<file path="config.mk">
export PLATFORM = sky130hd
export DESIGN_NAME = raw_pack_32
export DESIGN_NICKNAME = d
export VERILOG_FILES = /design/src/rtl/raw_pack_32.sv
export SDC_FILE = /design/constraint.sdc
export NUM_CORES = 1
export LEC_CHECK = 0
export BUFFER_PORTS_ARGS = -buffer_cell sky130_fd_sc_hd__buf_2
export CORE_UTILIZATION = 58
export DETAILED_ROUTE_END_ITERATION = 6
export GPL_ROUTABILITY_DRIVEN = 0
export GPL_TIMING_DRIVEN = 0
export PLACE_DENSITY = 0.81
export SLEW_MARGIN = 20
export SYNTH_ARGS = -nofsm -noshare
export SYNTH_HDL_FRONTEND = slang
export SYNTH_SLANG_ARGS = --single-unit
</file>
<file path="constraint.sdc">
create_clock -name clk -period 2.9 [get_ports clk]
set_input_delay 0.29 -clock clk [delete_from_list [all_inputs] [get_ports clk]]
set_output_delay 0.29 -clock clk [all_outputs]
set_load 0.02 [all_outputs]
</file>
<file path="src/rtl/raw_pack_32.sv">
// raw_pack_32: packs PIXEL_WIDTH-bit raw pixels into 32-bit words, either two 16-bit lanes per word or as an LSB-first bitstream.
// Optional feature macro RAW_PACK_STATS_EN adds row_words, the PIXEL word count of the last completed row.

`ifndef DTYPE_WIDTH
`define DTYPE_WIDTH 8
`endif
`ifndef DTYPE_FRAME_START
`define DTYPE_FRAME_START 8'h01
`endif
`ifndef DTYPE_FRAME_END
`define DTYPE_FRAME_END 8'h02
`endif
`ifndef DTYPE_HEADER
`define DTYPE_HEADER 8'h04
`endif
`ifndef DTYPE_ROW_END
`define DTYPE_ROW_END 8'h08
`endif
`ifndef DTYPE_PIXEL
`define DTYPE_PIXEL 8'h10
`endif
`ifndef DTYPE_PIXEL_MASK
`define DTYPE_PIXEL_MASK 8'h30
`endif
`ifndef Image_image_type
`define Image_image_type 2
`endif

module raw_pack_32 #(
    parameter int unsigned PIXEL_WIDTH    = 10,
    parameter int unsigned IMAGE_TYPE_POS = `Image_image_type
) (
    input  logic                    clk,
    input  logic                    reset,
    input  logic [15:0]             datai,
    input  logic                    dvi,
    input  logic [`DTYPE_WIDTH-1:0] dtypei,
    input  logic [15:0]             image_type,
    input  logic                    pack,
    output logic [31:0]             datao,
    output logic                    dvo,
    output logic [`DTYPE_WIDTH-1:0] dtypeo,
`ifdef RAW_PACK_STATS_EN
    output logic [15:0]             row_words,
`endif
    output logic                    err
);

    localparam int unsigned     DW             = `DTYPE_WIDTH;
    localparam logic [15:0]     PIX_MASK       = 16'((32'd1 << PIXEL_WIDTH) - 32'd1);
    localparam logic [DW-1:0]   DT_PIXEL       = DW'(`DTYPE_PIXEL);
    localparam logic [DW-1:0]   DT_PIXEL_MASK  = DW'(`DTYPE_PIXEL_MASK);
    localparam logic [DW-1:0]   DT_HEADER      = DW'(`DTYPE_HEADER);
    localparam logic [DW-1:0]   DT_FRAME_START = DW'(`DTYPE_FRAME_START);
`ifdef RAW_PACK_STATS_EN
    localparam logic [DW-1:0]   DT_ROW_END     = DW'(`DTYPE_ROW_END);
`endif

    // ST_PENDING: a flush word went out last cycle and the terminating dtype is owed now
    typedef enum logic {
        ST_STREAM,
        ST_PENDING
    } state_t;

    state_t         state_q, state_d;
    logic [31:0]    acc_q, acc_d;
    logic [4:0]     n_q, n_d;
    logic           half_q, half_d;
    logic           half_hdr_q, half_hdr_d;
    logic [15:0]    lower_q, lower_d;
    logic [15:0]    hcnt_q, hcnt_d;
    logic [DW-1:0]  pend_q, pend_d;
    logic           mode_q, mode_d;
    logic           err_d;
    logic [31:0]    datao_d;
    logic [DW-1:0]  dtypeo_d;
    logic           dvo_d;
`ifdef RAW_PACK_STATS_EN
    logic [15:0]    wcnt_q, wcnt_d;
    logic [15:0]    row_words_d;
`endif

    logic [15:0]    pix;
    logic [47:0]    combined;
    logic [5:0]     n_sum;
    logic           is_pix;
    logic           is_hdr;
    logic [15:0]    hdr_val;
    logic           pair_en;
    logic [15:0]    pair_val;
    logic           pair_hdr;

    assign pix      = datai & PIX_MASK;
    assign combined = {16'd0, acc_q} | (48'(pix) << n_q);
    assign n_sum    = 6'(n_q) + 6'(PIXEL_WIDTH);
    assign is_pix   = |(dtypei & DT_PIXEL_MASK);
    assign is_hdr   = (dtypei == DT_HEADER);
    assign hdr_val  = (hcnt_q == 16'(IMAGE_TYPE_POS)) ? image_type : datai;

    // Next-state and next-output logic
    always_comb begin
        state_d    = state_q;
        acc_d      = acc_q;
        n_d        = n_q;
        half_d     = half_q;
        half_hdr_d = half_hdr_q;
        lower_d    = lower_q;
        hcnt_d     = hcnt_q;
        pend_d     = pend_q;
        mode_d     = mode_q;
        err_d      = err;
        datao_d    = datao;
        dtypeo_d   = dtypeo;
        dvo_d      = 1'b0;
        pair_en    = 1'b0;
        pair_val   = 16'd0;
        pair_hdr   = 1'b0;
`ifdef RAW_PACK_STATS_EN
        wcnt_d      = wcnt_q;
        row_words_d = row_words;
`endif

        case (state_q)
            ST_PENDING: begin
                dvo_d    = 1'b1;
                datao_d  = 32'd0;
                dtypeo_d = pend_q;
                state_d  = ST_STREAM;
                // A beat here breaks the blanking rule; it is dropped
                if (dvi) begin
                    err_d = 1'b1;
                end
            end
            default: begin
                if (dvi) begin
                    if (is_pix) begin
                        hcnt_d = 16'd0;
                        if (mode_q) begin
                            if (n_sum >= 6'd32) begin
                                dvo_d    = 1'b1;
                                datao_d  = combined[31:0];
                                dtypeo_d = DT_PIXEL;
                                acc_d    = {16'd0, combined[47:32]};
                                n_d      = 5'(n_sum - 6'd32);
                            end else begin
                                acc_d = combined[31:0];
                                n_d   = n_sum[4:0];
                            end
                        end else begin
                            pair_en  = 1'b1;
                            pair_val = pix;
                        end
                    end else if (is_hdr) begin
                        hcnt_d   = (hcnt_q == 16'hFFFF) ? hcnt_q : hcnt_q + 16'd1;
                        pair_en  = 1'b1;
                        pair_val = hdr_val;
                        pair_hdr = 1'b1;
                    end else begin
                        hcnt_d = 16'd0;
                        if (dtypei == DT_FRAME_START) begin
                            mode_d = pack;
                        end
                        dvo_d = 1'b1;
                        if (n_q == 5'd0 && !half_q) begin
                            datao_d  = 32'd0;
                            dtypeo_d = dtypei;
                        end else begin
                            // Bits above the valid count are already zero in acc/lower
                            datao_d  = half_q ? {16'd0, lower_q} : acc_q;
                            dtypeo_d = (half_q && half_hdr_q) ? DT_HEADER : DT_PIXEL;
                            acc_d    = 32'd0;
                            n_d      = 5'd0;
                            half_d   = 1'b0;
                            pend_d   = dtypei;
                            state_d  = ST_PENDING;
                        end
                    end
                end
            end
        endcase

        // 16-bit lane pairing shared by unpacked pixels and header beats
        if (pair_en) begin
            if (half_q) begin
                dvo_d    = 1'b1;
                datao_d  = {pair_val, lower_q};
                dtypeo_d = pair_hdr ? DT_HEADER : DT_PIXEL;
                half_d   = 1'b0;
            end else begin
                lower_d    = pair_val;
                half_d     = 1'b1;
                half_hdr_d = pair_hdr;
            end
        end

`ifdef RAW_PACK_STATS_EN
        if (dvo_d && dtypeo_d == DT_ROW_END) begin
            row_words_d = wcnt_q;
            wcnt_d      = 16'd0;
        end else if (dvo_d && dtypeo_d == DT_PIXEL && wcnt_q != 16'hFFFF) begin
            wcnt_d = wcnt_q + 16'd1;
        end
`endif
    end

    // State and output registers
    always_ff @(posedge clk) begin
        if (reset) begin
            state_q    <= ST_STREAM;
            acc_q      <= 32'd0;
            n_q        <= 5'd0;
            half_q     <= 1'b0;
            half_hdr_q <= 1'b0;
            lower_q    <= 16'd0;
            hcnt_q     <= 16'd0;
            pend_q     <= '0;
            mode_q     <= 1'b0;
            err        <= 1'b0;
            datao      <= 32'd0;
            dtypeo     <= '0;
            dvo        <= 1'b0;
`ifdef RAW_PACK_STATS_EN
            wcnt_q     <= 16'd0;
            row_words  <= 16'd0;
`endif
        end else begin
            state_q    <= state_d;
            acc_q      <= acc_d;
            n_q        <= n_d;
            half_q     <= half_d;
            half_hdr_q <= half_hdr_d;
            lower_q    <= lower_d;
            hcnt_q     <= hcnt_d;
            pend_q     <= pend_d;
            mode_q     <= mode_d;
            err        <= err_d;
            datao      <= datao_d;
            dtypeo     <= dtypeo_d;
            dvo        <= dvo_d;
`ifdef RAW_PACK_STATS_EN
            wcnt_q     <= wcnt_d;
            row_words  <= row_words_d;
`endif
        end
    end

endmodule

</file>
==> Yosys cells after proc, flatten, opt, wreduce, memory -nomap -nowiden <==
Cells that the tools add are included.
{ "word_totals": {"regBits": 123, "in_bits": 44, "output_inout_bits": 42, "word_cells": 115} }
{ "classes": {"addsub": 3, "n_lt_le_gt_ge": 1, "n_eq_ne": 12, "n_shift": 1, "muxes": 64, "n_bitwise": 7, "reduce_logical": 14} }
{ "ops": {"columns": ["op", "n"], "rows": [
  ["$mux 32", 15],
  ["$mux 16", 8],
  ["$mux 8", 9],
  ["$or 32x48->48", 1],
  ["$shl 10x5->48", 1],
  ["$mux 5", 7],
  ["$mux 1", 24],
  ["$reduce_and 5->1", 4],
  ["$add 16x1->16 const B", 1],
  ["$eq 16x16->1 const B", 1],
  ["$eq 16x2->1 const B", 1],
  ["$mux 10", 1],
  ["$eq 8x1->1 const B", 1],
  ["$eq 8x3->1 const B", 1],
  ["$ne 2x2->1 const B", 4],
  ["$add 5x4->6 const B", 1],
  ["$ge 6x6->1 const B", 1],
  ["$ne 2x1->1 const B", 3],
  ["$not 1->1", 6],
  ["$reduce_or 6->1", 1],
  ["$logic_not 5->1", 1],
  ["$sub 5x1->5 const B", 1],
  ["$reduce_and 2->1", 2],
  ["$ne 3x3->1 const B", 1],
  ["other kinds (5)", 6]
]} }

==> Depth between registers and ports, before layout <==
{ "logic_depth": {"word_depth": 9, "depth_mapped": 8, "ltp_nobuf": 7} }

==> Worst setup path before layout <==
No wires, ideal clock.
{ "synth_timing": {"kind": "reg2reg", "from": "register n_q[2]", "to": "register datao[28]", "setup_ns": 0.137, "arrival_ns": 1.930, "t_required_ns": 2.763, "setup_slack_ns": 0.833, "stages_incl_launch_ff": 7, "path_buffers": 1, "synth_period_minus_slack_ns": 2.067, "path_cell_list": "dfxtp_1 -> buf_2 -> mux2_2 -> mux2_2 -> mux2_2 -> o311ai_0 -> o211ai_1"} }
{ "synth_between": {"elab_chain_cells": 9, "word_cells_on_any_way": 15, "cone_classes": "add/sub: 1; order compare: 1; shift: 1; mux: 9; bitwise: 1; reduce/logical: 2"} }
{ "synth_lines": {"columns": ["item", "line_no", "text"], "rows": [
  ["start: declaration", "67", "logic [4:0] n_q, n_d;"],
  ["start signal: assignment", "229", "n_q <= n_d;"],
  ["$add 5x4->6, or another cell as far along", "95", "assign n_sum = 6'(n_q) + 6'(PIXEL_WIDTH);"],
  ["$ge 6x6->1, or another cell as far along", "139", "if (n_sum >= 6'd32) begin"],
  ["$mux 32, on equally long branches", "139, 164", null],
  ["$mux 32, on equally long branches", "138, 153", null],
  ["$mux 32 *", "136", "if (is_pix) begin"],
  ["$mux 32 *", "135", "if (dvi) begin"],
  ["$mux 32 *", "123", "case (state_q)"],
  ["$mux 32", "184", "if (half_q) begin"],
  ["$mux 32 *", "183", "if (pair_en) begin"],
  ["end signal: assignment", "237", "datao <= datao_d;"],
  ["end: declaration", "40", "output logic [31:0] datao,"]
]} }
Every way passes the cells marked *; elsewhere a longest branch is shown, timed or not.
A chain may end at the register's enable or synchronous reset.

==> Worst setup path after layout <==
{ "layout_timing": {"from": "register hcnt_q[1]", "to": "register lower_q[4]"} }
{ "layout_between": {"elab_chain_cells": 6} }
{ "layout_lines": {"columns": ["item", "line_no", "text"], "rows": [
  ["start: declaration", "71", "logic [15:0] hcnt_q, hcnt_d;"],
  ["start signal: assignment", "233", "hcnt_q <= hcnt_d;"],
  ["$eq 16x2->1", "98", "assign hdr_val = (hcnt_q == 16'(IMAGE_TYPE_POS)) ? image_type : datai;"],
  ["$mux 16", "98", null],
  ["$mux 16", "153", "end else if (is_hdr) begin"],
  ["$mux 16", "136", null],
  ["$mux 16", "135", null],
  ["$mux 16", "123", null],
  ["end signal: assignment", "232", "lower_q <= lower_d;"],
  ["end: declaration", "70", "logic [15:0] lower_q, lower_d;"]
]} }
No other way between the ends.

==> flow_summary.ini <==
[detailed_routing]
drc = 3
viasPerCell = 6.977
drt_pass1_iterations = 7
wl_um = 22000
postRouteAntennaNets = 0
wl_per_cell_um = 21.97
vias = 6984
drt_iter0_drc = 890

[yosys]
synth_top_family_by_area = compound AO/OA/AOI/OAI gates
synth-edff-count = 0
synth_sequential_area_ratio = 0.3795
synth_area_leaders = dfxtp_1 38%, nor2_1 4.0%, a22oi_1 3.6%, o21ai_0 3.4%, a21oi_1 3.1%
avgSynthCellArea_um2 = 8.649
synthSimpleGateAreaFrac = 0.1929
synth_flop_cell = dfxtp_1
synthCells = 744
yosys.area_share.adder = 0.005833
synth_top_area_frac = 0.3795
ys_warn_count = 0
synth_top_cell_by_area = dfxtp_1
synthArstFlopShare = 0
synth_area_um2 = 6435
syn_nets = 791
synth_xor_area_frac = 0.01361
synth-seq-cells = 122
muxShareOfSynthArea = 0.05833
ys_types = 76
synth_compound_area_frac = 0.3099

[clock_network]
cts_tree = yes
cts_root_buffer = clkbuf_8
cts_setup_buffers = 0
clk_path_buf_depth = 2
htreeDepth = 4
cts_buffers = 17
clkSinkCount = 122
clkLatencyLatePin_ns = 0.54
clk_pin_slew_ns = 0.06

[global_route]
gr-total-overflow = 0
grt_use_met1 = 0.4760
grt.met3_usage = 0.1156
busiest_layer = met2
grt_max_degree = 17
antenna_found_initial = 0
grt.met2_usage = 0.6258
grtUsageTotal = 0.3921
grt_pass1_vias = 6679
grt_first_pass_wirelength_um = 34460

[final_layout]
final_common_cell = dfxtp_1
fillers = 851
fin_cells = 1001
layout.nets = 896
fin_util = 0.7045
final_cell_mix = 122 x dfxtp_1, 104 x buf_2, 69 x nor2_1, 51 x nand2_1, 44 x o21ai_0
drive_gt1_frac = 0.2033
finalInstanceArea_um2 = 7637
area.growth.synth_to_final_pct = 18.69
diodes = 0

[critical_path]
cp-end-kind = flop
cp.required_ns = 3.30
worstPathMaxFanout = 10
cp_num_buf_inv = 1
cp-start-kind = flop
crit_path_cell_trace = ha_1 -> nor4b_1 -> nand4_2 -> a22o_1 -> buf_2 -> a22oi_1 -> a211oi_2
critPathArrivalTime_ns = 3.09
slowest_stage = nand4_2
setup.worst_path.class = flop to flop
reg2reg_slack_ns = 0.20
reg2reg_to = lower_q[4]
reg2reg_depth = 7
worst_path_largest_cell_delay_ns = 0.47
crit_family = compound AO/OA/AOI/OAI gates
reg2reg_from = hcnt_q[1]

[status]
violations = DRC
outcome = complete, but fails checks

[placed_design]
place_inst = 969
io_buffers = 85
dp_hpwl_um = 15520
dpl-instance-area_um2 = 7036

[timing]
rsz0062_at_grt = false
setup_violations = 0
skew_ns = 0.007733
maxSlewViolCount = 0
tns_ns = 0
max_freq_ghz = 0.3710
worstMarginPinSlew_ns = 1.109
hold_viol_final = 0
max_slew_margin = 0.2561
fin_hold_ws_ns = 0.06311
fin_crit_sh = 0.9294
final.min_clock_period_ns = 2.695

[die]
initial_utilization = 0.5936
chipHeight_um = 107.3
rows = 38
die_area_um2 = 11520
die_w_um = 107.3
ioPinCount = 86
coreArea_um2 = 10840

[min_path]
worstHoldStart = image_type[13]
min-delay-path-class = primary input to flop
hold_path_depth = 3
min_to = lower_q[13]

[power_and_ir_drop]
vdd_drop_max_uv = 436.5
powerDensity_nw_per_um2 = 564.4
leakagePower_nw = 2.911

[job]
cap_violations = 0
## how the worst max path moves through the flow
stage	startpoint	end	slack [ns]	depth (start not counted)
2_1_floorplan	n_q[2]	datao[28]	0.83	6
3_3_place_gp	dtypei[1]	datao[18]	0.36	8
3_5_place_dp	hcnt_q[1]	lower_q[2]	0.32	7
4_1_cts	hcnt_q[1]	lower_q[4]	0.29	7
5_1_grt	n_q[2]	datao[8]	0.12	8
6_report	hcnt_q[1]	lower_q[4]	0.20	7
## flip-flops by register name (all words and copies together) (netlist names), 4 cells and up
name,flops
acc_q,32
datao,32
hcnt_q,16
lower_q,16
dtypeo,8
pend_q,8
n_q,4
## synth_stat cells, drive strengths merged (7+ instances only)
cell and number:
a211oi 12, a21o 9, a21oi 41, a221oi 10, a22o 22, a22oi 31
buf 24, clkbuf 28, dfxtp 122, inv 8, mux2 16, mux2i 15
nand2 52, nand3 18, nor2 70, nor2b 16, nor3 17, nor3b 8
nor4 7, o211ai 14, o21ai 55, o21bai 9, o221ai 10, o22ai 21
## cells by family (layout without fill, tap and decap cells)
| group | Yosys count | in the layout |
|---|---|---|
| AND/OR/NAND/NOR | 236 | 236 |
| XOR/XNOR | 10 | 10 |
| AO/OA/AOI/OAI | 280 | 280 |
| multiplexers | 33 | 33 |
| adder cells (fa/ha/maj) | 3 | 3 |
| flip-flops | 122 | 122 |
| buffers and inverters | 60 | 177 |
## per-stage QoR
step	total power [mW]	worst slack (ns)
after floorplan	2.046	0.8326
after detailed placement	2.212	0.3171
after CTS	4.280	0.2887
after global placement	2.197	0.3647
final	4.311	0.2047
after global routing	4.411	0.1236
## metal layers
metal	part of all wire	up-vias
met1	0.38	3252
li1	-	3061
met5	0	-
met2	0.46	552
met3	0.12	119
met4	0.047	0
## tightest hold or removal path, delay by kind of cell
kind,cells,cell delay [ns]
multiplexers,1,0.08
buffers and inverters,1,0.07
AO/OA/AOI/OAI,1,0.12
## where the power goes
part           total, mW  switching (mW)  internal [mW]
Clock               2.11           0.759           1.35
Sequential          1.75          0.0306           1.72
Combinational      0.453           0.299          0.154
## area by class of cell
class | instances | area [um^2] | share of cell area
multi-input cells | 562 | 3740 | 0.4897
flip-flops and latches | 122 | 2442 | 0.3198
clock buffers | 24 | 500.5 | 0.06553
repair buffers | 86 | 435.4 | 0.05701
plain buffers | 52 | 226.5 | 0.02965
well taps | 140 | 175.2 | 0.02294
clock inverters | 7 | 87.58 | 0.01147
inverters | 8 | 30.03 | 0.003932
## timing repair
action / CTS / global route
hold buffers: 1 / 0
hold endpoints to repair: 1 / 0
setup endpoints to repair: 0 / 5
resized for setup: 0 / 1
Power figures use the tool's default switching activity.
